## config.mk

```make
export PLATFORM = sky130hd
export DESIGN_NAME = sd_rrarb
export DESIGN_NICKNAME = d
export VERILOG_FILES = /design/src/rtl/sd_rrarb.sv
export SDC_FILE = /design/constraint.sdc
export NUM_CORES = 1
export LEC_CHECK = 0
export CAP_MARGIN = 15
export CORE_MARGIN = 1.5
export CORE_UTILIZATION = 38
export DETAILED_ROUTE_END_ITERATION = 6
export PLACE_DENSITY = 0.79
export SLEW_MARGIN = 10
export SYNTH_ARGS = -nofsm -noshare
export SYNTH_HDL_FRONTEND = slang
export SYNTH_SLANG_ARGS = --single-unit
```

## constraint.sdc

```tcl
create_clock -name clk -period 2 [get_ports clk]
set_input_delay 0.2 -clock clk [delete_from_list [all_inputs] [get_ports clk]]
set_output_delay 0.2 -clock clk [all_outputs]
set_load 0.05 [all_outputs]
```

## src/rtl/sd_rrarb.sv

```systemverilog
// Round-robin arbiter feeding one srdy/drdy output register with grant tag.
// Define SD_RRARB_LOCK_EN to hold the grant for multi-word packets (c_eop).
module sd_rrarb #(
  parameter int width  = 16,
  parameter int inputs = 4,
  localparam int iw    = $clog2(inputs)
) (
  input  logic                    clk,
  input  logic                    reset,
  input  logic [inputs-1:0]       c_srdy,
  output logic [inputs-1:0]       c_drdy,
  input  logic [inputs*width-1:0] c_data,
`ifdef SD_RRARB_LOCK_EN
  input  logic [inputs-1:0]       c_eop,
`endif
  output logic                    p_srdy,
  input  logic                    p_drdy,
  output logic [width-1:0]        p_data,
  output logic [iw-1:0]           p_grant
);

  logic [iw-1:0] last;
  logic [iw-1:0] rr_winner;
  logic          rr_found;
  logic [iw-1:0] winner;
  logic          found;
  logic          load;
  logic [iw-1:0] idx;

`ifdef SD_RRARB_LOCK_EN
  typedef enum logic {ARB, LOCK} state_t;
  state_t        state;
  logic [iw-1:0] owner;
`endif

  // reset gates load so no requester sees drdy while held in reset
  assign load = reset & (~p_srdy | p_drdy);

  always_comb begin
    rr_found  = 1'b0;
    rr_winner = '0;
    idx       = '0;
    for (int k = 1; k <= inputs; k++) begin
      idx = iw'((int'(last) + k) % inputs);
      if (!rr_found && c_srdy[idx]) begin
        rr_found  = 1'b1;
        rr_winner = idx;
      end
    end
  end

  always_comb begin
    found  = rr_found;
    winner = rr_winner;
`ifdef SD_RRARB_LOCK_EN
    if (state == LOCK) begin
      found  = c_srdy[owner];
      winner = owner;
    end
`endif
  end

  always_comb begin
    c_drdy = '0;
    if (load && found)
      c_drdy[winner] = 1'b1;
  end

  always_ff @(posedge clk or negedge reset) begin
    if (!reset) begin
      p_srdy  <= 1'b0;
      p_data  <= '0;
      p_grant <= '0;
      last    <= iw'(inputs - 1);
`ifdef SD_RRARB_LOCK_EN
      state   <= ARB;
      owner   <= '0;
`endif
    end else if (load) begin
      if (found) begin
        p_srdy  <= 1'b1;
        p_data  <= c_data[int'(winner)*width +: width];
        p_grant <= winner;
        last    <= winner;
`ifdef SD_RRARB_LOCK_EN
        unique case (state)
          ARB: if (!c_eop[winner]) begin
            state <= LOCK;
            owner <= winner;
          end
          LOCK: if (c_eop[owner])
            state <= ARB;
          default: state <= ARB;
        endcase
`endif
      end else begin
        p_srdy <= 1'b0;
      end
    end
  end

endmodule

```

Word level (Yosys, flattened, before mapping)
Cells that the tools add are included.

Muxes and demuxes: 20. Add/sub/neg operators: 4. $lt $le $gt $ge: 6. Bitwise operators: 3. Shift operators: 1. Reductions and logical operators: 9.

Operator list (count): 64-bit by 7-bit indexed part select with 16-bit output (1); 2-bit by 3-bit less-than comparator with 1-bit output, second input constant (5); 1-bit two-way mux (10); 1-bit binary-select mux with 2-bit select (4); 2-bit two-way mux (4); 1-bit logical AND (5); 2-bit by 1-bit adder with 2-bit output, second input constant (2); 2-bit adder, second input constant (2); 4-bit two-way mux (1); 1-bit logical NOT (3); 1-bit demux with 2-bit select (1); 2-bit by 1-bit greater-or-equal comparator with 1-bit output, second input constant (1); 2-bit AND reduction (1); 1-bit bitwise AND (1); 1-bit NOT (1); 1-bit bitwise OR (1).

Register bits: 21. Input bits: 71. Output and inout port bits: 23.

Logic depth before layout (Yosys ltp)
Depth in word-level cells: 18. Mapped depth: 8. Mapped depth without buffers: 5.

Worst setup path after synthesis
No wires, ideal clock.

Path type: reg-to-output. From: reg last[1]. To: out c_drdy[0]. Data required time: 1.800 ns. Arrival time: 2.757 ns. Stages on the path, launching flop included: 6. Setup slack: -0.957 ns. Path through: dfstp_2 > buf_6 > mux2i_4 > o2bb2ai_4 > buf_8 > nor4_1.

Longest elaborated chain between the ends: 18. Elaborated cells between the ends (all ways): 33. Those cells by class: add/sub (4); order compare (2); mux (19); reduce/logical (8).

Ends and longest elaborated chain: from (decl) (line 22) `logic [iw-1:0] last;`; from (signal assigned) (line 74) `last <= iw'(inputs - 1);`; from (signal assigned) (line 84) `last <= winner;`; 2-bit by 1-bit adder with 2-bit output (line 44) `idx = iw'((int'(last) + k) % inputs);`; 1-bit binary-select mux with 2-bit select (line 45) `if (!rr_found && c_srdy[idx]) begin`; 1-bit two-way mux (implied by the code) (line 45); 1-bit two-way mux (line 45); 1-bit logical NOT (line 45); 1-bit logical AND (line 45); 1-bit two-way mux (line 45); 1-bit logical NOT (line 45); (+2 left out); 1-bit logical NOT (line 45); 1-bit logical AND (line 45); 2-bit two-way mux (line 45); 2-bit by 3-bit less-than comparator with 1-bit output (implied by the code) / 2-bit by 1-bit greater-or-equal comparator with 1-bit output (equally long branches) (line 66) `c_drdy[winner] = 1'b1;`; 1-bit logical AND (implied by the code) (line 66); 1-bit two-way mux (implied by the code) (line 66); 1-bit demux with 2-bit select (line 66); 4-bit two-way mux (*) (line 65) `if (load && found)`; to (decl) (line 11) `output logic [inputs-1:0] c_drdy,`.

Every way passes the cells marked *; elsewhere a longest branch is shown, timed or not. The select of a mux whose other input is x is not followed.

Final worst setup path
From: reg last[1]. To: out c_drdy[1].

The elaborated chain is that of the path after synthesis.

==> results.yml <==
clocking:
  tritoncts: "built"
  cts_max_level: 1
  cts.sinks: 21
  clockBufferDepth: 2
  insertion_delay_ns: 0.26
  path_clk_slew_ns: 0.08
  ctsHoldBuffers: 0
  cts_buffers: 3
  cts-root-buf: "clkbuf_8"
timing:
  max_freq_ghz: 0.471
  rsz0062_at_grt: "true"
  slew_viol_final: 0
  hold_viol_final: 0
  finalSetupViolations: 8
  slew-limit-headroom: 0.654
  finClkSkew_ns: 0.00233
  postLayoutSetupSlackWorst_ns: -0.121
  fin_crit_sh: 1.06
  period_needed_ns: 2.12
  worst_slew_pin_slew_ns: 0.518
critical_path:
  cp_slowest_cell: "dfstp_2"
  required_ns: 1.80
  cpPeakStageDelay_ns: 0.59
  critPathKind: "flop to primary output"
  critPathMaxFanout: 4
  crit_family: "flip-flops"
  timing.critical_path.cells: "a21oi_1, a31oi_2, a21oi_2, buf_6, buf_4, nor3_4, buf_12"
  critPathBufInv: 3
  arrival_ns: 1.92
  critPathLaunchType: "flop"
  worstSetupEndpointType: "primary output"
power:
  p_per_area_nw_per_um2: 911
  p_sw_frac: 0.440
  intPower_uw: 1560
  ir_drop_v: 0.000610
  power_frac_seq: 0.230
  combPwrFrac: 0.664
  p_clk_frac: 0.105
  power.leakage_uw: 0.00128
  switchingPower_uw: 1230
yosys:
  async_reset_ff_frac: 1.00
  syn_area_um2: 1560
  synth_top_area_frac: 0.304
  syn_avg_cell_area_um2: 9.48
  yosysWarnings: 0
  yosys.area.top_type: "dfrtp_1"
  synth_edf_count: 0
  yosys-top-cells-count: "nand2_1 (23), dfrtp_1 (19), nand3_1 (17)"
  synthTopCellsByArea: "dfrtp_1 (30%), mux2i_1 (10%), a211o_1 (9.0%)"
  syn-num-nets: 236
  ys_seq_area_frac: 0.338
  synth-seq-cells: 21
  yosysMostFrequentCell: "nand2_1"
  synth_ff_type: "dfrtp_1"
  synth.distinct_cells: 36
  synthCells: 165
cells_and_area:
  drive_gt1_frac: 0.266
  final_area_um2: 3060
  antenna_cells: 0
  syn2layout_area_growth_pct: 95.8
  nets: 365
  final_cell_count_no_fill: 343
  fill_cells: 283
  final_util: 0.771
drt:
  vias_per_cell: 5.37
  drtAntennaViolNets: 0
  vias: 1841
  remaining_drc_errors: 0
  wl_per_cell_um: 16.4
  drtIter0Drc: 127
  drtPass1Iterations: 4
  routed_wl_mm: 5.64
floorplanning:
  fp.dieW_um: 67.2
  num_rows: 23
  die_h_um: 67.2
  initial_core_util: 0.394
  coreArea_um2: 3970
  die-area_um2: 4510
  boundaryPins: 94
global_routing:
  antenna_found_initial: 0
  grt_pass1_wl_mm: 8.42
  grt_overflow_total: 0
  grt_pass1_vias: 1812
  grtUsageTotal: 0.246
  grt_max_degree: 37
placed_design:
  dpl.hpwl_mm: 3.84
  numPortBuffers: 93
  placed_cell_area_um2: 2790
  routabilityCongestion: 0.845
  placedCellCount: 319
hold_path:
  min_path_type: "input port to asynchronous set/reset pin"
job:
  cap_violations: 0
run_status:
  status: "finished with violations"
  violations: "setup timing"
logic make-up (layout without fill, tap and decap cells):
family,count (synthesis),in the layout,share of synthesized area
AO/OA/AOI/OAI,59,59,0.307
buffers and inverters,15,143,0.0808
flip-flops,21,21,0.338
multiplexers,17,17,0.117
AND/OR/NAND/NOR,53,53,0.158
cell type report:
type                       count  area [um2]  area share
clock buffer                   4        45.0      0.0147
inverter                       1        3.75     0.00123
multi-input combinational    129         992       0.324
sequential                    21         528       0.172
tap                           50        62.6      0.0204
timing repair buffer         138        1430       0.467
registers in the layout, indices dropped and copies added (netlist names):
signal and count:
p_data 16, last 2, p_srdy 1, p_grant 2
per-stage QoR:
stage / total power (uW) / setup slack [ns] / hold WS, ns / setup TNS, ns
final: 2790 / -0.121 / 0.386 / -0.378
after floorplan: 1640 / -0.0750 / -0.0956 / -0.0916
after CTS: 2640 / -0.127 / 0.377 / -0.274
after global placement: 2260 / -0.0484 / 0.458 / -0.0845
after detailed placement: 2280 / -0.0733 / 0.483 / -0.619
after global routing: 2930 / -0.197 / 0.408 / -1.27
final timing paths:
check / from / to / slack [ns] / cells after the start
min in group clk: p_grant[1] / p_grant[1] / 0.50 / 2
setup reg to reg: last[1] / p_data[6] / -0.05 / 10
setup / recovery: last[1] / c_drdy[1] / -0.12 / 7
hold reg to reg: p_grant[1] / p_grant[1] / 0.50 / 2
hold / removal: reset / p_data[12] / 0.39 / 2
max in group asynchronous: reset / last[1] / 1.40 / 2
repair_timing:
action | CTS | global route
setup endpoints to repair | 4 | 20
endpoints found under the hold margin | 0 | 0
cloned | 0 | 0
setup buffers | 8 | 12
pin swaps | 9 | 10
gates resized for setup | 6 | 15
worst register-to-register path, cell delays in order (launching register included):
cell	delay, ns
dfstp_2	0.59
buf_6	0.12
mux2i_4	0.26
o2bb2ai_4	0.11
buf_12	0.14
buf_4	0.14
buf_6	0.12
buf_6	0.12
o21ai_1	0.12
a211o_1	0.14
o211ai_1	0.08
routing by layer:
layer | global-route usage | vias up | wire (um)
li1 | - | 881 | -
met5 | 0 | - | 0
met2 | 0.426 | 104 | 2850
met3 | 0.0500 | 6 | 505
met4 | 0.0714 | 0 | 59
met1 | 0.310 | 850 | 2220
cells in the final DEF (no fill, tap or decap), drive strengths merged, types with 2 or more instances in the layout:
cell type,n
o211ai,16
nor2,6
buf,49
dfstp,2
nand2b,2
clkdlybuf4s50,89
a21oi,4
dfrtp,19
mux2i,17
nand3,17
a211o,16
nand2,23
o21ai,16
clkbuf,4
nor3,2
power groups by stage:
stage          Clock, uW  Sequential [uW]  Combinational (uW)
5_1_grt              314              657                1960
6_report             294              643                1850
3_3_place_gp           0              655                1600
3_5_place_dp           0              656                1630
4_1_cts              289              651                1700
2_1_floorplan          0             1060                 578
Note: power is estimated with default switching activity, not from simulation.
==> edit: new RTL, config.mk and constraints unchanged <==
Reset style: synchronous (`reset`), changed in one clocked block.
--- a/src/rtl/sd_rrarb.sv
+++ b/src/rtl/sd_rrarb.sv
@@ -68,3 +68,3 @@
 
-  always_ff @(posedge clk or negedge reset) begin
+  always_ff @(posedge clk) begin
     if (!reset) begin
Behaviour: differs if reset is asserted again (counterexample within 4 cycles, from zero or initial values and one cycle with reset low); with reset held inactive, the same outputs for 10 cycles.
==> edit against the unedited design <==
Fmax increased by 8.7%; area after synthesis decreased by 12%; sequential cell count unchanged; critical path depth decreased by 1; cell area decreased by 17%; count of clock-buffer cells in the layout unchanged; sequential share of layout area decreased by 0.60 points; worst setup slack improved by 170 ps; routed wire length decreased by 25%; via count decreased by 16%; register-to-register slack improved by 360 ps; critical path type is now primary input to output pin; largest cell class unchanged; highest routed layer unchanged.
Power is not compared: it rests on default switching activity, and its combinational part moved more than twofold at a synthesized area within 25%.
==> edit: results (changes against the unedited design) <==
Run status
  • Status: completed (was complete, but fails checks)

Detailed routing
  • Met3 routed wirelength: 258 um (was 505 um)
  • Routed wl met2: 2100 um (was 2850 um)
  • WL/cell: 13.4 um (was 16.4 um)
  • 1st-iter DRT viols: 44 (was 127)
  • Total number of vias: 1,547 (was 1,841)
  • WL final: 4220 um (was 5640 um)
  • M1 WL: 1820 um (was 2220 um)

Worst setup path
  • Critical path arrival: 1750 ps (was 1920 ps)
  • Reg-to-Reg Start: last[1] (unchanged)
  • Worst-path maximum fanout: 5 (was 4)
  • Crit path launch: c_srdy[0] (was last[1])
  • Worst stage delay on the critical path: 520 ps (was 590 ps)
  • Slowest-stage cell, CP: or4_4 (was dfstp_2)

Place
  • Placer Congestion: 0.774 (was 0.845)
  • Dpl cells: 309 (was 319)
  • Dpl ws: 8.20 ps (was -73.3 ps)
  • DP Area: 0.00245 mm2 (was 0.00279 mm2)
  • PortBufs: 93 (unchanged)
  • Final HPWL DP: 3420 um (was 3840 um)

Final layout
  • Top Registers: p_data (16), last (2), p_grant (2) (unchanged)
  • Nets@finish: 341 (was 365)
  • Filler Cells Inserted: 254 (was 283)
  • Fraction of layout cells with a size suffix above 1: 15.2% (was 26.6%)

Clock tree
  • Root Driver: clkbuf_4 (was clkbuf_8)
  • Later-pin clock latency in the skew report: 310 ps (was 260 ps)
  • Worst-path clk slew: 120 ps (was 80 ps)

STA
  • Worst Skew: 5.84 ps (was 2.33 ps)
  • Max_slew headroom: 64.8% (was 65.4%)

Synthesis
  • Synth unique cells: 31 (was 36)
  • Top cells by count, synth: 21 x dfxtp_1, 21 x nand2_1, 18 x mux2i_1 (was 23 x nand2_1, 19 x dfrtp_1, 17 x nand3_1)
  • Syn_nets: 234 (was 236)
  • Top FF cell, synth: dfxtp_1 (was dfrtp_1)
  • Synth top area cells: dfxtp_1 31%, mux2i_1 13%, a21boi_0 8.7% (was dfrtp_1 30%, mux2i_1 10%, a211o_1 9.0%)
  • Avg Cell Area, Syn: 8.43 um2 (was 9.48 um2)
  • Post-synthesis sequential area ratio: 30.6% (was 33.8%)
  • Ys async rst share: 0% (was 100%)

Hold path
  • Hold Crit Class: primary input to flop (was primary input to async pin)
  • HP Start: c_srdy[3]

GRT
  • First-pass GRT wire length: 6830 um (was 8420 um)
  • Largest net degree at the start of global routing: 16 (was 37)
  • Total global-route track usage: 21.3% (was 24.6%)
[edit: power breakdown]
part	internal, mW	switching, mW	leakage, nW
sequential	0.476	0.0292	0.174
clock	0.0777	0.139	0.0150
combinational	0.397	0.415	0.853
[edit: what timing repair did]
action                                  in CTS  in global routing
pin swaps                                    0                  3
endpoints found under the setup margin       1                  4
resized for setup                            1                 11
buffers inserted                             0                  2
hold buffers                                 0                  0
hold endpoints to repair                     0                  0
[edit: area by class of cell]
cell class              count  area (um2)  share of cell area (%)
inverters                   2        7.51                   0.296
multi-input cells         129         881                    34.8
well taps                  46        57.6                    2.27
clock buffers               4        26.3                    1.04
repair buffers            113        1140                    45.0
flip-flops and latches     21         422                    16.7
[edit: kinds of logic after synthesis]
family | share of synthesized area [%]
simple gates | 21.4
compound gates | 28.1
flops | 30.6
mux | 13.1
buf+inv | 6.74
[edit: worst paths after layout]
| path | cells past startpoint | slack, ps | endpoint |
|---|---|---|---|
| worst max register to register | 8 | 310 | p_data[4] |
| worst min register to register | 2 | 480 | p_data[11] |
| worst max-delay path | 6 | 50 | c_drdy[3] |
| worst min-delay path | 3 | 330 | p_srdy |
[edit: critical path, delay by kind of cell]
family / cells / cell delay (ps)
AND/OR/NAND/NOR: 4 / 890
buffers and inverters: 2 / 650
[edit: per-layer routing]
layer	GRT usage, %	vias up
met2	38.3	50
met5	0	-
met3	4.82	4
met4	5.83	0
met1	25.2	685
li1	-	808
